### src/rtl/tl_pkg.sv
// ---------------------------------------------------------------------------
// tl_pkg
// Shared definitions for the pedestrian-crossing traffic-light controller:
// state encodings, state width, lamp-vector bit positions and the Moore
// lamp decode used by the top level.
// Lamp vector layout (LAMP_W bits): car_red, car_yel, car_grn, ped_red, ped_grn.
// ---------------------------------------------------------------------------
package tl_pkg;

    localparam int STATE_W = 3;

    typedef enum logic [STATE_W-1:0] {
        ST_CAR_GRN = 3'd0,
        ST_CAR_YEL = 3'd1,
        ST_ALLRED1 = 3'd2,
        ST_PED_GRN = 3'd3,
        ST_ALLRED2 = 3'd4,
        ST_NIGHT   = 3'd5
    } tl_state_e;

    localparam int LAMP_CAR_RED = 0;
    localparam int LAMP_CAR_YEL = 1;
    localparam int LAMP_CAR_GRN = 2;
    localparam int LAMP_PED_RED = 3;
    localparam int LAMP_PED_GRN = 4;
    localparam int LAMP_W       = 5;

    // Lamp pattern for a given state. In NIGHT the car yellow follows the
    // blink register and every pedestrian lamp is dark.
    function automatic logic [LAMP_W-1:0] lamp_decode(input tl_state_e st,
                                                      input logic      blink);
        logic [LAMP_W-1:0] l;
        l = '0;
        case (st)
            ST_CAR_GRN: begin
                l[LAMP_CAR_GRN] = 1'b1;
                l[LAMP_PED_RED] = 1'b1;
            end
            ST_CAR_YEL: begin
                l[LAMP_CAR_YEL] = 1'b1;
                l[LAMP_PED_RED] = 1'b1;
            end
            ST_PED_GRN: begin
                l[LAMP_CAR_RED] = 1'b1;
                l[LAMP_PED_GRN] = 1'b1;
            end
            ST_NIGHT: begin
                l[LAMP_CAR_YEL] = blink;
            end
            default: begin
                // Both all-red phases, and the safe pattern for any
                // unexpected code.
                l[LAMP_CAR_RED] = 1'b1;
                l[LAMP_PED_RED] = 1'b1;
            end
        endcase
        return l;
    endfunction

endpackage

### src/rtl/tl_phase_timer.sv
// ---------------------------------------------------------------------------
// tl_phase_timer
// Loadable down-counter that measures phase durations in steps.
// A load has priority over counting; the counter stops at zero, and a step
// that arrives while it is already zero is reported as expiry.
// Ports:
//   clk_i      in   system clock
//   reset_i    in   asynchronous active-high reset (count <- RST_VAL)
//   load_i     in   load load_val_i this cycle
//   load_val_i in   CNT_W value to load
//   step_i     in   time-base step (tick & enable)
//   count_o    out  current count
//   expire_o   out  step seen with count == 0 (combinational)
// ---------------------------------------------------------------------------
module tl_phase_timer #(
    parameter int               CNT_W   = 8,
    parameter logic [CNT_W-1:0] RST_VAL = '0
) (
    input  logic             clk_i,
    input  logic             reset_i,
    input  logic             load_i,
    input  logic [CNT_W-1:0] load_val_i,
    input  logic             step_i,
    output logic [CNT_W-1:0] count_o,
    output logic             expire_o
);

    logic [CNT_W-1:0] count_q;

    always_ff @(posedge clk_i or posedge reset_i) begin
        if (reset_i) begin
            count_q <= RST_VAL;
        end else if (load_i) begin
            count_q <= load_val_i;
        end else if (step_i && (count_q != '0)) begin
            count_q <= count_q - 1'b1;
        end
    end

    assign count_o  = count_q;
    assign expire_o = step_i && (count_q == '0);

endmodule

### src/rtl/traffic_light_fsm.sv
// ---------------------------------------------------------------------------
// traffic_light_fsm
// Pedestrian-crossing controller driven by a one-cycle tick from the
// frequency divider. Holds the phase FSM, pedestrian request latch, the
// optional night blink register and registered Moore lamp outputs.
// Optional feature: define TL_NIGHT_MODE_EN to add the night_i port and the
// blinking-yellow NIGHT state.
// Ports:
//   clk_i, reset_i (async, active high), tick_i, enable_i, ped_req_i,
//   night_i (TL_NIGHT_MODE_EN only),
//   car_red_o/car_yel_o/car_grn_o, ped_red_o/ped_grn_o lamps,
//   ped_ack_o (request pending), state_o (state code),
//   remaining_o (ticks left in phase minus 1).
// ---------------------------------------------------------------------------
module traffic_light_fsm
    import tl_pkg::*;
#(
    parameter int T_GREEN  = 8,
    parameter int T_YELLOW = 3,
    parameter int T_ALLRED = 1,
    parameter int T_PED    = 6,
    parameter int CNT_W    = 8
) (
    input  logic               clk_i,
    input  logic               reset_i,
    input  logic               tick_i,
    input  logic               enable_i,
    input  logic               ped_req_i,
`ifdef TL_NIGHT_MODE_EN
    input  logic               night_i,
`endif
    output logic               car_red_o,
    output logic               car_yel_o,
    output logic               car_grn_o,
    output logic               ped_red_o,
    output logic               ped_grn_o,
    output logic               ped_ack_o,
    output logic [STATE_W-1:0] state_o,
    output logic [CNT_W-1:0]   remaining_o
);

    localparam logic [CNT_W-1:0] LD_GREEN  = CNT_W'(T_GREEN  - 1);
    localparam logic [CNT_W-1:0] LD_YELLOW = CNT_W'(T_YELLOW - 1);
    localparam logic [CNT_W-1:0] LD_ALLRED = CNT_W'(T_ALLRED - 1);
    localparam logic [CNT_W-1:0] LD_PED    = CNT_W'(T_PED    - 1);

    tl_state_e         state_q, state_d;
    logic              pending_q, pending_d;
    logic [LAMP_W-1:0] lamp_q;
    logic              blink_d;
`ifdef TL_NIGHT_MODE_EN
    logic              blink_q;
`endif

    logic              step;
    logic              tmr_load;
    logic [CNT_W-1:0]  tmr_load_val;
    logic [CNT_W-1:0]  tmr_count;
    logic              tmr_expire;

    assign step = tick_i & enable_i;

    tl_phase_timer #(
        .CNT_W   (CNT_W),
        .RST_VAL (LD_ALLRED)
    ) u_timer (
        .clk_i      (clk_i),
        .reset_i    (reset_i),
        .load_i     (tmr_load),
        .load_val_i (tmr_load_val),
        .step_i     (step),
        .count_o    (tmr_count),
        .expire_o   (tmr_expire)
    );

    // Next-state, timer reload and request-latch logic.
    always_comb begin
        state_d      = state_q;
        tmr_load     = 1'b0;
        tmr_load_val = '0;
        pending_d    = pending_q;
`ifdef TL_NIGHT_MODE_EN
        blink_d      = blink_q;
`else
        blink_d      = 1'b0;
`endif

        if (step) begin
`ifdef TL_NIGHT_MODE_EN
            // Night request beats both a pending pedestrian and expiry.
            if (state_q == ST_CAR_GRN && night_i) begin
                state_d      = ST_NIGHT;
                tmr_load     = 1'b1;
                tmr_load_val = '0;
                blink_d      = 1'b1;  // first night cycle shows yellow
            end else if (state_q == ST_NIGHT) begin
                if (night_i) begin
                    blink_d = ~blink_q;
                end else begin
                    state_d      = ST_ALLRED2;
                    tmr_load     = 1'b1;
                    tmr_load_val = LD_ALLRED;
                    blink_d      = 1'b0;
                end
            end else
`endif
            if (tmr_expire) begin
                tmr_load = 1'b1;
                case (state_q)
                    ST_CAR_GRN: begin
                        if (pending_q) begin
                            state_d      = ST_CAR_YEL;
                            tmr_load_val = LD_YELLOW;
                        end else begin
                            tmr_load_val = LD_GREEN;  // hold green
                        end
                    end
                    ST_CAR_YEL: begin
                        state_d      = ST_ALLRED1;
                        tmr_load_val = LD_ALLRED;
                    end
                    ST_ALLRED1: begin
                        state_d      = ST_PED_GRN;
                        tmr_load_val = LD_PED;
                    end
                    ST_PED_GRN: begin
                        state_d      = ST_ALLRED2;
                        tmr_load_val = LD_ALLRED;
                    end
                    ST_ALLRED2: begin
                        state_d      = ST_CAR_GRN;
                        tmr_load_val = LD_GREEN;
                    end
                    default: begin
                        // Unreachable codes recover through the clearance phase.
                        state_d      = ST_ALLRED2;
                        tmr_load_val = LD_ALLRED;
                    end
                endcase
            end
        end

        // Capture runs regardless of enable; entering PED_GRN serves the
        // request and overrides a same-cycle capture.
        if (ped_req_i && state_q != ST_PED_GRN) begin
            pending_d = 1'b1;
        end
        if (state_d == ST_PED_GRN && state_q != ST_PED_GRN) begin
            pending_d = 1'b0;
        end
    end

    // Lamps are decoded from the next state so they are registered yet still
    // change on the same edge as the state register.
    always_ff @(posedge clk_i or posedge reset_i) begin
        if (reset_i) begin
            state_q   <= ST_ALLRED2;
            pending_q <= 1'b0;
            lamp_q    <= lamp_decode(ST_ALLRED2, 1'b0);
`ifdef TL_NIGHT_MODE_EN
            blink_q   <= 1'b0;
`endif
        end else begin
            state_q   <= state_d;
            pending_q <= pending_d;
            lamp_q    <= lamp_decode(state_d, blink_d);
`ifdef TL_NIGHT_MODE_EN
            blink_q   <= blink_d;
`endif
        end
    end

    assign car_red_o   = lamp_q[LAMP_CAR_RED];
    assign car_yel_o   = lamp_q[LAMP_CAR_YEL];
    assign car_grn_o   = lamp_q[LAMP_CAR_GRN];
    assign ped_red_o   = lamp_q[LAMP_PED_RED];
    assign ped_grn_o   = lamp_q[LAMP_PED_GRN];
    assign ped_ack_o   = pending_q;
    assign state_o     = state_q;
    assign remaining_o = tmr_count;

endmodule

### config.mk
export PLATFORM = sky130hd
export DESIGN_NAME = traffic_light_fsm
export DESIGN_NICKNAME = d
export VERILOG_FILES = /design/src/rtl/tl_pkg.sv /design/src/rtl/tl_phase_timer.sv /design/src/rtl/traffic_light_fsm.sv
export SDC_FILE = /design/constraint.sdc
export NUM_CORES = 1
export LEC_CHECK = 0
export ABC_CLOCK_PERIOD_IN_PS = 3600
export CAP_MARGIN = 20
export CELL_PAD_IN_SITES_DETAIL_PLACEMENT = 0
export CELL_PAD_IN_SITES_GLOBAL_PLACEMENT = 2
export CORE_MARGIN = 1.5
export CORE_UTILIZATION = 43
export CTS_BUF_LIST = sky130_fd_sc_hd__clkbuf_8
export DETAILED_ROUTE_END_ITERATION = 10
export DONT_BUFFER_PORTS = 1
export PLACE_DENSITY = 0.94
export SYNTH_ARGS = -nofsm -noshare
export SYNTH_HDL_FRONTEND = slang
export SYNTH_SLANG_ARGS = --single-unit
### constraint.sdc
create_clock -name clk_i -period 3.6 [get_ports clk_i]
set_input_delay 0.18 -clock clk_i [delete_from_list [all_inputs] [get_ports clk_i]]
set_output_delay 0.18 -clock clk_i [all_outputs]
set_load 0.02 [all_outputs]
==> results.ini, run 1 <==
[timing]
min_period_over_period=0.5451
finalHoldViolations=0
tns_ns=0
rsz0062_at_grt=false
final_max_slew_viol_count=0
max_freq_mhz=509.6
min_period_ns=1.962
setup_viol=0
fin_skew_ns=0.007594
tightest_slew_ns=0.9101
slew_headroom=0.3877

[global_routing]
grt-ovfl-total=0
grt_usage=0.1753
grt_pass1_wl_microns=3394
first_global_vias=718
grt_max_degree=18
antenna_found_initial=0

[finish]
fillers=184
fin_nets=102
num_antenna_cells=0
ff_latch_area_sq_um=429.2
drive_gt1_frac=0.1915
syn2layout_area_growth_pct=6.267
final_cell_area_sq_mm=0.001018
multi_input_area_sq_um=484.2

[routing]
routedWlPerCell_microns=16.77
drc_errors=0
drtIter0Drc=24
drt_first_pass_iters=4
via_per_inst=6.322
vias=765
routed_wl_microns=2029
ant_nets=0

[cts]
cts_tree=yes
ctsHoldBuffers=1
cts_sinks=17
htree_levels=1
clock_path_buffers=2
cts_buffers=3
cts-resized-gates=0
cts-root-buf=clkbuf_8
cts_setup_buffers=0
clk_pin_slew_ns=0.07
insertion_delay_ns=0.25

[die]
dieWidth_microns=50.21
initial_utilization=0.4740
ioPinCount=22
die_area_sq_mm=0.002521
die_h_microns=50.21
core_area_sq_mm=0.002022
rows=16

[power_and_ir_drop]
power.clock.fraction=0.179
ir_worst_vdd_mv=0.3317
p_leak_nw=0.3816
swShare=0.4502
intPower_w=0.0004367
p_comb_frac=0.276
power_frac_seq=0.545
p_per_area_mw_per_mm2=779.9
p_switching_w=0.0003576

[setup_path]
cp_cell_sequence=or4_4 > or4_4 > o31ai_2
slowest_delay_ns=0.66
cp_common_cell=or4_4
path_class=flop to flop
cp.arrival_ns=2.13
start_kind=flop
crit_fanout=10
crit_path_end_kind=flop
crit_required_ns=3.76
cp_slowest_cell=or4_4
cp.buffers_inverters=0
cp_top_family=simple AND/OR/NAND/NOR gates

[worst_hold_path]
hp-class=input pin to flop

[yosys]
async_flop_share=1.000
ys_types=42
synth_top_area_share=0.3655
synthesis.area_sq_um=958.4
ys_seq_elements=17
synth.most_common_cell=dfrtp_1
avgSynthCellArea_sq_um=10.09
synth-seq-area-share=0.4478
synthCells=95
synth_edf_count=0
yosys-top-cells-area=dfrtp_1 37%, dfstp_2 8.2%, nand2_1 2.7%
synth_area_leader_cell=dfrtp_1
synth_nets=102
yosys-top-cells-count=14 x dfrtp_1, 7 x nand2_1, 5 x a21oi_1, 5 x clkbuf_1, 5 x o21ai_0
synth_ff_type=dfrtp_1
yosysWarnings=0

[flow_run]
cap_violations=0

[placed_design]
place.gp.congestion=0.7353
port_buffers=0
hpwl_microns=1403
dpl-instance-area_sq_um=962.2

[status]
status=finished, final reports clean

[flip-flops by register name, indices dropped and copies added, names as in the netlist]
| signal | cells |
|---|---|
| state_o | 3 |
| u_timer.count_o | 8 |
| lamp_q | 5 |
| ped_ack_o | 1 |
[layout make-up]
class / count / area share
Multi-Input combinational cell: 68 / 0.4754
Clock buffer: 3 / 0.04054
Timing Repair Buffer: 1 / 0.009828
Clock inverter: 1 / 0.004914
Tap cell: 27 / 0.03317
Sequential cell: 17 / 0.4214
Inverter: 4 / 0.01474
[path summary, 6_finish.rpt]
kind | start | to | slack [ns] | cells past startpoint
max in group asynchronous | reset_i | u_timer.count_o[7] | 2.72 | 2
max | u_timer.count_o[3] | state_o[0] | 1.64 | 3
min | enable_i | u_timer.count_o[2] | 0.14 | 2
min in group asynchronous | reset_i | state_o[1] | 0.46 | 2
min reg2reg | state_o[2] | lamp_q[0] | 0.70 | 2
max reg2reg | u_timer.count_o[3] | state_o[0] | 1.64 | 3
[routing by layer]
layer,global-route usage,vias to the layer above,part of all wire
met2,0.2610,17,0.46
li1,-,364,-
met1,0.2634,382,0.50
met4,0.04167,0,0.0054
met5,0,-,0
met3,0.02976,2,0.041
[per-stage QoR]
| stage | total power (W) | utilization | hold WS, ns | instances | setup WS [ns] |
|---|---|---|---|---|---|
| finish | 0.0007943 | 0.5037 | 0.1434 | 121 | 1.638 |
| floorplan | 0.0006037 | - | 0.1039 | 95 | 1.683 |
| CTS | 0.0007990 | 0.5037 | 0.1460 | 121 | 1.628 |
| detailed placement | 0.0006545 | 0.4759 | 0.1976 | 116 | 1.647 |
| global route | 0.0008460 | 0.5037 | 0.1587 | 121 | 1.427 |
| global placement | 0.0006488 | 0.4759 | 0.1916 | 116 | 1.676 |
[cells by family after synthesis]
group | share of synthesized area
compound gates | 0.2311
simple gates | 0.2154
fa+ha+maj | 0.02611
mux | 0.02350
xor+xnor | 0.009140
flops | 0.4478
buf+inv | 0.04699
[cells in the final DEF (no fill, tap or decap), types with 2 or more instances in the layout]
cell and instances:
a41oi_1 2, o31ai_1 2, nor2b_1 2, ha_1 2
nor2_1 3, or3_2 3, dfstp_2 3, inv_1 4
nand2_1 7, nor3_1 2, a2bb2oi_1 2, mux2_2 2
nor4_1 3, dfrtp_1 14, o211ai_1 3, or4_4 2
o21ai_0 5, clkbuf_8 3, nand2b_1 2, a21oi_1 5
[power groups by stage]
| stage | clock (W) | sequential [W] | combinational (W) |
|---|---|---|---|
| 5_1_grt | 0.000152 | 0.000447 | 0.000247 |
| 2_1_floorplan | 0 | 0.000391 | 0.000213 |
| 4_1_cts | 0.000145 | 0.000434 | 0.000220 |
| 3_3_place_gp | 0 | 0.000432 | 0.000216 |
| 3_5_place_dp | 0 | 0.000437 | 0.000218 |
| 6_report | 0.000142 | 0.000433 | 0.000219 |
Note: power is estimated with default switching activity, not from simulation.
==> inputs of run 2 (changes only) <==
Settings changed: ABC_AREA from default to 1, ABC_CLOCK_PERIOD_IN_PS 3600 to 1700, CORE_UTILIZATION 43 to 33, PLACE_DENSITY 0.94 to 0.83.
Clock period 3.6 ns to 1.7 ns, I/O delays scaled along.
==> run 2 against run 1 <==
Synthesized cell count is 28% higher. Cell count is 34% higher. Maximum frequency is 31% higher. Critical endpoint is now lamp_q[3]. Die area is 33% higher. Largest power group unchanged. Global-route usage is 3.4 points lower. Sequential cell count stayed put. Largest cell class unchanged.
==> results.ini, run 2 <==
[status]
status=finished, final reports clean

[yosys]
avgSynthCellArea_sq_um=8.164  ; -19%
synthesis.area_sq_um=996.0  ; +3.9%
synth-seq-area-share=0.4309  ; -0.01688
ys_types=21  ; -50%
synth.most_common_cell=nand2_1
async_flop_share=1.000  ; unchanged
yosys-top-cells-area=dfrtp_1 35%, dfstp_2 7.9%, nand2_1 7.2%
synth_edf_count=0  ; unchanged
synth_area_leader_cell=dfrtp_1
synthCells=122  ; +28%
synth_ff_type=dfrtp_1
ys_seq_elements=17  ; unchanged
synth_top_area_share=0.3518  ; -0.01378
synth_nets=129  ; +26%
yosys-top-cells-count=19 x nand2_1, 16 x nor2_1, 14 x dfrtp_1
yosysWarnings=0  ; unchanged

[die]
rows=19  ; +3
dieWidth_microns=57.94  ; +15%
die_area_sq_mm=0.003356  ; +33%
initial_utilization=0.3550  ; -0.1190
die_h_microns=57.94  ; +15%
ioPinCount=22  ; unchanged
core_area_sq_mm=0.002805  ; +39%

[placed_design]
place_ws_ns=0.2068  ; -1.440 ns
place.gp.congestion=0.8042  ; +9.4%
port_buffers=0  ; unchanged
hpwl_microns=1555  ; +11%

[finish]
layout_commonest_cell=nand2_1
num_antenna_cells=0  ; unchanged
drive_gt1_frac=0.3206  ; +0.1291
layout_common_cells=19 x nand2_1, 16 x nor2_1, 14 x dfrtp_1, 11 x inv_1, 9 x inv_2
fin_nets=139  ; +36%
largest_reg_flops=8  ; unchanged
syn2layout_area_growth_pct=12.56

[routing]
routedWlPerCell_microns=12.40  ; -26%
ant_nets=0  ; unchanged
drc_errors=0  ; unchanged
drtIter0Drc=13  ; -46%
vias=781  ; +2.1%
via_per_inst=4.821  ; -24%
routed_wl_microns=2008  ; -1.0%
drt_first_pass_iters=4  ; unchanged

[power_and_ir_drop]
p_switching_w=0.0004698  ; +31%
intPower_w=0.0007533  ; +72%
power_frac_seq=0.450  ; -0.095
ir_worst_vdd_mv=0.5236  ; +58%
p_per_area_mw_per_mm2=1091  ; +40%
power.clock.fraction=0.246  ; +0.067
p_comb_frac=0.303  ; +0.027
swShare=0.3841  ; -0.06609
p_leak_nw=0.5171  ; +35%

[cts]
cts-resized-gates=0  ; unchanged
cts-root-buf=clkbuf_8
cts_sinks=17  ; unchanged
clock_path_buffers=2  ; unchanged
cts_tree=yes
insertion_delay_ns=0.25  ; about the same
htree_levels=1  ; unchanged
clk_pin_slew_ns=0.07  ; about the same
cts_buffers=3  ; unchanged

[global_routing]
grt_pass1_wl_microns=3532  ; +4.1%
antenna_found_initial=0  ; unchanged
first_global_vias=805  ; +12%
grt_max_degree=18  ; unchanged
grt_usage=0.1412  ; -0.03416
grt-ovfl-total=0  ; unchanged

[timing]
tns_ns=0  ; unchanged
final_max_slew_viol_count=0  ; unchanged
tightest_slew_ns=0.6447  ; -0.2654 ns
slew_headroom=0.5697  ; +0.1821
min_period_over_period=0.8790  ; +0.3340
layout_setup_ws_ns=0.2056  ; -1.432 ns
max_freq_mhz=669.2  ; +31%
rsz0062_at_grt=false
finalHoldViolations=0  ; unchanged
min_period_ns=1.494  ; -0.4679 ns
fin_skew_ns=0.003380  ; -0.004214 ns
setup_viol=0  ; unchanged

[setup_path]
cp.arrival_ns=1.68  ; -0.45 ns
cp_slowest_cell=dfrtp_1
path_class=flop to flop
start_kind=flop
crit_required_ns=1.88  ; -1.88 ns
slowest_delay_ns=0.38  ; -0.28 ns
cp_cell_sequence=inv_1 > ha_1 > nand3_2 > nor2_4 > nand2_1 > nand2_2 > nand2_2 > o21ai_1 > nand2_1
crit_path_end_kind=flop
crit_fanout=4  ; -6

[flow_run]
cap_violations=0  ; unchanged

[worst_hold_path]
hp-class=input pin to flop

run 2: cell types whose count changed in the layout (fill, tap and decap cells not counted), moves of 4 or more:
| cell | change |
|---|---|
| nor2_1 | +13 |
| nor3_1 | +4 |
| nand3_2 | +5 |
| buf_4 | +4 |
| nand2_4 | +4 |
| inv_2 | +9 |
| inv_1 | +7 |
| nand2_1 | +12 |
| nand2_2 | +7 |
run 2: cells by family (layout without fill, tap and decap cells):
group / after synthesis / in the layout / share of synthesized area
DFF: 17 / 17 / 0.4309
buffers and inverters: 21 / 30 / 0.08040
and+or+nand+nor: 68 / 68 / 0.3907
AOI/OAI and AO/OA: 14 / 14 / 0.07285
adders and majority gates: 2 / 2 / 0.02512
run 2: timing repair:
item | in CTS | in global routing
hold buffers | 1 | 0
endpoints found under the hold margin | 14 | 0
setup buffers | 0 | 0
run 2: area by class of cell:
type / count / area (sq um)
Inverter: 21 / 80.08
Sequential cell: 17 / 429.2
Timing Repair Buffer: 5 / 40.04
Fill cell: 306 / 1684
Multi-Input combinational cell: 84 / 486.7
Clock buffer: 3 / 41.29
Tap cell: 31 / 38.79
Clock inverter: 1 / 5.005
run 2: worst paths after layout:
check / slack [ns] / start / endpoint / cells after the start
max: 0.21 / u_timer.count_o[1] / lamp_q[3] / 9
max reg2reg: 0.21 / u_timer.count_o[1] / lamp_q[3] / 9
min: 0.05 / ped_req_i / ped_ack_o / 4
min in group asynchronous: 0.36 / reset_i / u_timer.count_o[2] / 2
min reg2reg: 0.61 / u_timer.count_o[1] / u_timer.count_o[1] / 2
max in group asynchronous: 0.93 / reset_i / state_o[0] / 2
run 2: metal layers:
layer	GRT usage	part of all wire	routed length [microns]
met4	0.05980	0.016	32
met1	0.1533	0.44	889
met5	0	0	0
met2	0.2484	0.49	982
met3	0.04911	0.051	103
run 2: metrics by stage:
step	hold WS [ns]	std cells	power, W	area [sq um]	utilization
after floorplan	0.008880	122	0.0008183	996.0	-
after global placement	0.1038	157	0.0009305	1065	0.3796
after detailed placement	0.1117	157	0.0009288	1065	0.3796
after CTS	0.05160	162	0.001240	1121	0.3996
after global routing	0.08777	162	0.001311	1121	0.3996
final	0.05385	162	0.001223	1121	0.3996
run 2: critical path: cells and delay by family (launching register included):
kind / cells / cell delay (ns)
compound gates: 1 / 0.11
buf+inv: 1 / 0.14
flops: 1 / 0.38
fa+ha+maj: 1 / 0.24
simple gates: 6 / 0.56
run 2: power groups by stage:
stage / logic (W) / clock network, W / registers [W]
3_5_place_dp: 0.000371 / 0 / 0.000557
6_report: 0.000371 / 0.000301 / 0.000551
2_1_floorplan: 0.000223 / 0 / 0.000595
3_3_place_gp: 0.000374 / 0 / 0.000557
5_1_grt: 0.000416 / 0.000332 / 0.000562
4_1_cts: 0.000376 / 0.000314 / 0.000550
